<file path="src/rtl/axi_hp_rd_arbiter.sv">
// Round-robin arbiter sharing one AXI3 HP read channel among NREQ burst requesters.
// Define AXI_HP_RD_ARB_PRIO_EN to give requester 0 strict priority over the others.
module axi_hp_rd_arbiter #(
    parameter int NREQ    = 4,
    parameter int D_WIDTH = 64,
    parameter int MAX_OUT = 8,
    parameter int ADDR_W  = 32
) (
    input  logic                       clk,
    input  logic                       reset,
    input  logic [NREQ-1:0]            req_valid,
    input  logic [NREQ*ADDR_W-1:0]     req_addr,
    input  logic [NREQ*4-1:0]          req_len,
    output logic [NREQ-1:0]            req_ready,
    output logic [D_WIDTH-1:0]         rsp_data,
    output logic [NREQ-1:0]            rsp_valid,
    output logic                       rsp_last,
    input  logic [NREQ-1:0]            rsp_ready,
    output logic [ADDR_W-1:0]          m_araddr,
    output logic [3:0]                 m_arlen,
    output logic                       m_arvalid,
    input  logic                       m_arready,
    input  logic [D_WIDTH-1:0]         m_rdata,
    input  logic                       m_rvalid,
    input  logic                       m_rlast,
    output logic                       m_rready,
    output logic [$clog2(MAX_OUT):0]   outstanding
);

    localparam int IDW = $clog2(NREQ);
    localparam int PW  = $clog2(MAX_OUT);
    localparam int OW  = PW + 1;
    localparam logic [OW-1:0] MAX_OUT_C = OW'(MAX_OUT);

    typedef enum logic [0:0] {IDLE, ISSUE} state_t;

    state_t              state_q, state_d;
    logic [IDW-1:0]      ptr_q, ptr_d;
    logic [IDW-1:0]      winner_q, winner_d;
    logic [ADDR_W-1:0]   araddr_q, araddr_d;
    logic [3:0]          arlen_q, arlen_d;
    logic [IDW-1:0]      fifo_q [MAX_OUT];
    logic [IDW-1:0]      fifo_d [MAX_OUT];
    logic [PW-1:0]       wr_q, wr_d, rd_q, rd_d;
    logic [OW-1:0]       outstanding_q, outstanding_d;

    logic                grant_valid;
    logic [IDW-1:0]      grant_id;
    logic                push, pop, empty;
    logic [IDW-1:0]      owner;

    always_comb begin
        int unsigned idx;
        grant_valid = 1'b0;
        grant_id    = '0;
        idx         = 0;
`ifdef AXI_HP_RD_ARB_PRIO_EN
        if (req_valid[0]) begin
            grant_valid = 1'b1;
        end else begin
            for (int unsigned i = 0; i < NREQ; i++) begin
                idx = int'(ptr_q) + i;
                if (idx >= NREQ) idx = idx - NREQ;
                if (!grant_valid && idx != 0 && req_valid[idx]) begin
                    grant_valid = 1'b1;
                    grant_id    = IDW'(idx);
                end
            end
        end
`else
        for (int unsigned i = 0; i < NREQ; i++) begin
            idx = int'(ptr_q) + i;
            if (idx >= NREQ) idx = idx - NREQ;
            if (!grant_valid && req_valid[idx]) begin
                grant_valid = 1'b1;
                grant_id    = IDW'(idx);
            end
        end
`endif
    end

    always_comb begin
        state_d   = state_q;
        ptr_d     = ptr_q;
        winner_d  = winner_q;
        araddr_d  = araddr_q;
        arlen_d   = arlen_q;
        req_ready = '0;
        push      = 1'b0;
        case (state_q)
            IDLE: begin
                if (grant_valid && outstanding_q < MAX_OUT_C) begin
                    req_ready[grant_id] = 1'b1;
                    winner_d = grant_id;
                    araddr_d = req_addr[grant_id*ADDR_W +: ADDR_W];
                    arlen_d  = req_len[grant_id*4 +: 4];
                    state_d  = ISSUE;
                end
            end
            ISSUE: begin
                if (m_arready) begin
                    push    = 1'b1;
                    state_d = IDLE;
`ifdef AXI_HP_RD_ARB_PRIO_EN
                    if (winner_q != '0)
`endif
                    ptr_d = (winner_q == IDW'(NREQ-1)) ? '0 : winner_q + 1'b1;
                end
            end
            default: state_d = IDLE;
        endcase
    end

    // R beats are steered to the FIFO head; an empty FIFO stalls the channel.
    always_comb begin
        empty     = (outstanding_q == '0);
        owner     = fifo_q[rd_q];
        rsp_valid = '0;
        m_rready  = 1'b0;
        if (!empty) begin
            rsp_valid[owner] = m_rvalid;
            m_rready         = rsp_ready[owner];
        end
        rsp_data = m_rdata;
        rsp_last = m_rlast;
        pop      = m_rvalid & m_rready & m_rlast;
    end

    always_comb begin
        fifo_d = fifo_q;
        wr_d   = wr_q;
        rd_d   = rd_q;
        outstanding_d = outstanding_q;
        if (push) begin
            fifo_d[wr_q] = winner_q;
            wr_d = wr_q + 1'b1;
        end
        if (pop) rd_d = rd_q + 1'b1;
        case ({push, pop})
            2'b10:   outstanding_d = outstanding_q + 1'b1;
            2'b01:   outstanding_d = outstanding_q - 1'b1;
            default: outstanding_d = outstanding_q;
        endcase
    end

    always_ff @(posedge clk) begin
        if (reset) begin
            state_q       <= IDLE;
            ptr_q         <= '0;
            winner_q      <= '0;
            araddr_q      <= '0;
            arlen_q       <= '0;
            wr_q          <= '0;
            rd_q          <= '0;
            outstanding_q <= '0;
            for (int unsigned i = 0; i < MAX_OUT; i++) fifo_q[i] <= '0;
        end else begin
            state_q       <= state_d;
            ptr_q         <= ptr_d;
            winner_q      <= winner_d;
            araddr_q      <= araddr_d;
            arlen_q       <= arlen_d;
            wr_q          <= wr_d;
            rd_q          <= rd_d;
            outstanding_q <= outstanding_d;
            fifo_q        <= fifo_d;
        end
    end

    assign m_arvalid   = (state_q == ISSUE);
    assign m_araddr    = araddr_q;
    assign m_arlen     = arlen_q;
    assign outstanding = outstanding_q;

endmodule

</file>
<file path="config.mk">
export PLATFORM = sky130hd
export DESIGN_NAME = axi_hp_rd_arbiter
export DESIGN_NICKNAME = d
export VERILOG_FILES = /design/src/rtl/axi_hp_rd_arbiter.sv
export SDC_FILE = /design/constraint.sdc
export NUM_CORES = 1
export LEC_CHECK = 0
export CORE_AREA = 2 2 130 132
export CTS_CLUSTER_SIZE = 16
export DETAILED_ROUTE_END_ITERATION = 10
export DIE_AREA = 0 0 132 134
export SYNTH_ARGS = -nofsm -noshare
export SYNTH_HDL_FRONTEND = slang
export SYNTH_SLANG_ARGS = --single-unit
</file>
<file path="constraint.sdc">
create_clock -name clk -period 10.5 [get_ports clk]
set_input_delay 2.1 -clock clk [delete_from_list [all_inputs] [get_ports clk]]
set_output_delay 2.1 -clock clk [all_outputs]
set_load 0.005 [all_outputs]
</file>
# [Yosys cells after proc, flatten, opt, wreduce, memory -nomap -nowiden]
# Cells that the tools add are included.
# Widths: inputs -> output; s select.
[word_totals] regBits=67 out_inout_bits=115 elab_cells=112
[op_classes] n_addsub=12 n_lt_le_gt_ge=16 n_eq_ne=3 n_shift=2 mux=43 bitwise_logic=6 n_reduce_logical=14
[ops] op="$lt 32x3->1 const B" count=4
[ops] op="$mux 32" count=4
[ops] op="$shiftx 128x8->32" count=1
[ops] op="$bwmux 16" count=1
[ops] op="$mux 1" count=16
[ops] op="$mux 2" count=8
[ops] op="$shiftx 16x5->4" count=1
[ops] op="$mux 4" count=3
[ops] op="$sub 3x3->4 const B" count=3
[ops] op="$bmux 1 s2" count=5
[ops] op="$ge 3x3->1 const B" count=3
[ops] op="$ge 4x4->1 const B" count=2
[ops] op="$not 3->4" count=2
[ops] op="$pmux 4 s2" count=1
[ops] op="$logic_and 1x1->1" count=7
[ops] op="$add 2x2->3 const B" count=2
[ops] op="$add 3x1->3 const B" count=2
[ops] op="$bmux 2 s3" count=1
[ops] op="$demux 2 s3" count=1
[ops] op="$lt 2x3->1 const B" count=2
[ops] op="$add 4x1->4 const B" count=1
[ops] op="$and 4x4->4" count=1
[ops] op="$demux 1 s2" count=2
[ops] op="$eq 2x2->1 const B" count=2
[ops] op="other kinds (16)" count=21

# [Depth between registers and ports, before layout]
[logic_depth] ltp_word=20 ltp_mapped=12

# [Least setup slack after synthesis]
# OpenSTA, ideal clock, no wires.
[synth_path] path_type="input to output" from="input port req_valid[2]" to="output port req_ready[1]" arrival_time_ns=3.328 setup_slack_ns=5.072 cell_stages=6 cell_sequence="mux2i_1 -> nor2_1 -> a311oi_1 -> clkbuf_1 -> nand2b_1 -> nor2_1"
[synth_via] elab_chain_cells=18 elab_cells_between_ends=30 classes_between="order compare (2); mux (20); reduce/logical (8)"
[synth_lines] item="from (decl)" line_no="11" source="input logic [NREQ-1:0] req_valid,"
[synth_lines] item="$bmux 1 s2" line_no="74" source="if (!grant_valid && req_valid[idx]) begin"
[synth_lines] item="$mux 1 (implied by the code)" line_no="74"
[synth_lines] item="$mux 1" line_no="74"
[synth_lines] item="$logic_not 1->1" line_no="74"
[synth_lines] item="$logic_and 1x1->1" line_no="74"
[synth_lines] item="$mux 1" line_no="74"
[synth_lines] item="$logic_not 1->1" line_no="74"
[synth_lines] item="$logic_and 1x1->1" line_no="74"
[synth_lines] item="[2 not listed]"
[synth_lines] item="$logic_and 1x1->1" line_no="74"
[synth_lines] item="$mux 2" line_no="74"
[synth_lines] item="$lt 2x3->1 (implied by the code) / $ge 2x1->1 (equally long branches)" line_no="93" source="req_ready[grant_id] = 1'b1;"
[synth_lines] item="$logic_and 1x1->1 (implied by the code)" line_no="93"
[synth_lines] item="$mux 1 (implied by the code)" line_no="93"
[synth_lines] item="$demux 1 s2" line_no="93"
[synth_lines] item="$mux 4 *" line_no="92" source="if (grant_valid && outstanding_q < MAX_OUT_C) begin"
[synth_lines] item="$mux 4 *" line_no="90" source="case (state_q)"
[synth_lines] item="to (decl)" line_no="14" source="output logic [NREQ-1:0] req_ready,"
# Mark *: on every way between the ends. The rest lies on a longest branch, timed or not. The select of a mux whose other input is x is not followed.

# [Worst setup path in the final report]
[layout_path] from="input port req_valid[0]" to="output port req_ready[2]"
# The elaborated chain is that of the path after synthesis.

==> results by group <==
Layout
  • Fill cells: 1,598
  • Final net count: 741
  • Layout cells sized above 1: about 13%
  • Inserted Diodes: 0
  • Area grow syn2layout: 51.34%
  • Design area: 0.006141 mm²

Die
  • # IOs: 336
  • Total Die Area: 0.01769 mm²
  • Starting Density: 24.91%
  • Cell row count: 47
  • Die width: 132 µm
  • Core ar.: 0.01629 mm²
  • Die Ht: 134 µm

Timing
  • RSZ-0062 raised after global routing: false
  • Tightest Pin Transition: ~0.94 ns
  • Setup TNS: 0 ns
  • Worst rel slew slack: 36.97%
  • Max-slew violation count: 0
  • Tmin final: 6.513 ns
  • Period utilisation layout: 62.03%
  • Setup-failing EPs final: 0
  • Clock skew: 0.006427 ns
  • Final Hold Viols: 0
  • Final worst slack: 3.987 ns
  • Max Clock Freq: 0.1535 GHz

Clock tree
  • Latest clock arrival within the worst-skew pair: 0.33 ns
  • CTS Sinks: 67
  • Clock slew at reported path FFs: 0.05 ns
  • Post-CTS Hold Fix Bufs: 0
  • CTS tree: yes
  • Clk root buf: clkbuf_16
  • Number of buffers created by CTS: 9
  • Post-CTS repair timing setup buffer count: 0
  • Clock Path Buffers: 2
  • Post-CTS sizing: 0
  • Htree depth: 3

Worst setup path
  • R2r setup slk: between 6 and 7 ns
  • Kind of critical path: in2out
  • Worst r2r path cells: 11
  • CP Capture Type: primary output
  • Critical path arrival: 4.41 ns
  • Critical Path Start: req_valid[0]
  • Critical path fanouts, max: 38
  • Critical path data required time: 8.40 ns
  • Reg2reg end: outstanding[3]
  • End of the critical path: req_ready[2]
  • Startpoint Class: input port
  • FF-to-FF Start: rd_q[0]

Place
  • Dpl ws: roughly 3.9 ns
  • Placer Congestion: 0.8336
  • Area post-placement: 0.005879 mm²
  • DP HPWL: 10,850 µm
  • Buffers on Ports: 207

Power and ir drop
  • LEAKAGE: about 0.0022 µW
  • Power Dens Cells: 123.5 mW/mm²
  • Peak supply drop: 0.00007413 V
  • Total power: 758.4 µW

Synth
  • Seq/Total Area, Yosys: 33.06%
  • Yosys top cell by area: dfxtp_1
  • Ys Warns: 0
  • Yosys cell types: 37
  • Syn_area_per_cell: 10.68 µm²
  • Share of the synthesized area in the top cell type: 33.06%
  • FF+latch count, synth: 67
  • Syn nets: 608
  • Mapped Cells: between 300 and 400
  • Synthesized area: 0.004058 mm²
  • Synth area leaders: dfxtp_1, mux4_2, buf_4

Global routing
  • GRT overflow: 0
  • All-Layer GR Usage: between 15 and 20%
  • Vias in the first global route: between 3,000 and 4,000
  • Largest net degree at the start of global routing: 39
  • Initial antenna violation count: 0
  • First-pass GRT wire length: 20,760 µm

Run status
  • Status: complete, no violations

Detailed routing
  • Initial DRT Pass Iterations: 4
  • WL/cell: approximately 19 µm
  • WL final: ~14,000 µm
  • Post-DRT Antenna Nets: 0
  • DRC violations left: 0
  • Vias: 3,514
  • Number of DRC markers in iteration 0: 131
  • DR vias/cell: approximately 4.8

Job
  • Max Cap Viol: 0

Min path
  • Min-Delay Path Class: reg2reg
[cell usage after synthesis (all sizes together)]
cell type / number
a21o: 1
a21oi: 25
a22o: 36
a311oi: 1
and3: 2
buf: 77
clkbuf: 12
dfxtp: 67
fa: 1
ha: 6
inv: 6
mux2: 7
mux2i: 7
mux4: 40
nand2: 19
nand2b: 8
nand3: 4
nand4: 1
nor2: 27
nor2b: 4
nor3: 3
o21ai: 14
o2bb2a: 1
o41a: 2
o41ai: 1
or2: 1
or3: 3
xnor2: 1
xor2: 3
[cells by family (layout without fill, tap and decap cells)]
group | count (synthesis) | after routing | share of synthesized area, %
buffers and inverters | 95 | 232 | 15.08
AO/OA/AOI/OAI | 81 | 81 | 14.22
AND/OR/NAND/NOR | 72 | 72 | 8.203
flip-flops | 67 | 67 | 33.06
multiplexers | 54 | 54 | 26.24
adder cells (fa/ha/maj) | 7 | 7 | 2.343
XOR/XNOR | 4 | 4 | 0.8636
[stage by stage]
step           std cells  hold WS [ns]  utilization, %
6_report             737        0.4743           37.70
5_1_grt              737        0.4877           37.70
4_1_cts              737        0.4743           37.70
3_5_place_dp         722        0.4635           36.09
3_3_place_gp         722        0.4606           36.09
2_1_floorplan        380        0.4486               -
[power breakdown]
group          total [µW]  internal [µW]  leakage, µW  switching (µW)
clock network         272            164     0.000132             108
logic                 200            133      0.00155            67.0
registers             287            273     0.000549            13.7
[registers in the layout, summed over array words and instances, names as in the netlist]
name / count
ptr_q: 2
m_araddr: 32
m_arvalid: 1
winner_q: 2
m_arlen: 4
fifo_q: 16
outstanding: 4
rd_q: 3
wr_q: 3
[per-layer routing]
| metal | vias up | track usage (%) | routed length [µm] |
|---|---|---|---|
| met1 | 1704 | 17.52 | 5501 |
| met2 | 160 | 25.43 | 6942 |
| li1 | 1606 | - | - |
| met5 | - | 0 | 0 |
| met4 | 0 | 6.280 | 426 |
| met3 | 44 | 5.215 | 996 |
[placed cells by master (no fill, tap or decap), drive strengths merged, types with 3 or more instances in the layout]
cell type / synthesis / layout
nor3: 3 / 3
o21ai: 14 / 14
a22o: 36 / 36
nor2b: 4 / 4
buf: 77 / 4
nand2: 19 / 19
clkinv: 0 / 3
ha: 6 / 6
mux2: 7 / 7
or3: 3 / 3
mux4: 40 / 40
nand2b: 8 / 8
inv: 6 / 6
clkbuf: 12 / 12
dfxtp: 67 / 67
nand3: 4 / 4
a21oi: 25 / 25
nor2: 27 / 27
clkdlybuf4s50: 0 / 207
xor2: 3 / 3
mux2i: 7 / 7
[worst min path at each step]
stage          slack [ns]          from  cells after the start            to
2_1_floorplan        0.45     fifo_q[5]                      2     fifo_q[5]
3_3_place_gp         0.46  m_araddr[17]                      1  m_araddr[17]
3_5_place_dp         0.46  m_araddr[26]                      1  m_araddr[26]
4_1_cts              0.47     fifo_q[4]                      2     fifo_q[4]
5_1_grt              0.49  m_araddr[17]                      1  m_araddr[17]
6_report             0.47     fifo_q[4]                      2     fifo_q[4]
[final cells by class]
class,instances,area (µm²),area share (%)
Clock inverter,3,15.01,0.2445
Timing Repair Buffer,211,2102,34.23
Inverter,6,22.52,0.3667
Multi-Input combinational cell,218,2138,34.82
Tap cell,220,275.3,4.482
Clock buffer,12,246.5,4.014
Sequential cell,67,1341,21.84
[worst max-delay path: stages]
cell             delay, ns
clkdlybuf4s50_1       0.53
mux2i_1               0.18
nor2_1                0.08
a311oi_4              0.27
buf_4                 0.61
nor3_1                0.10
clkdlybuf4s50_1       0.47
(Power assumes the default switching activity.)
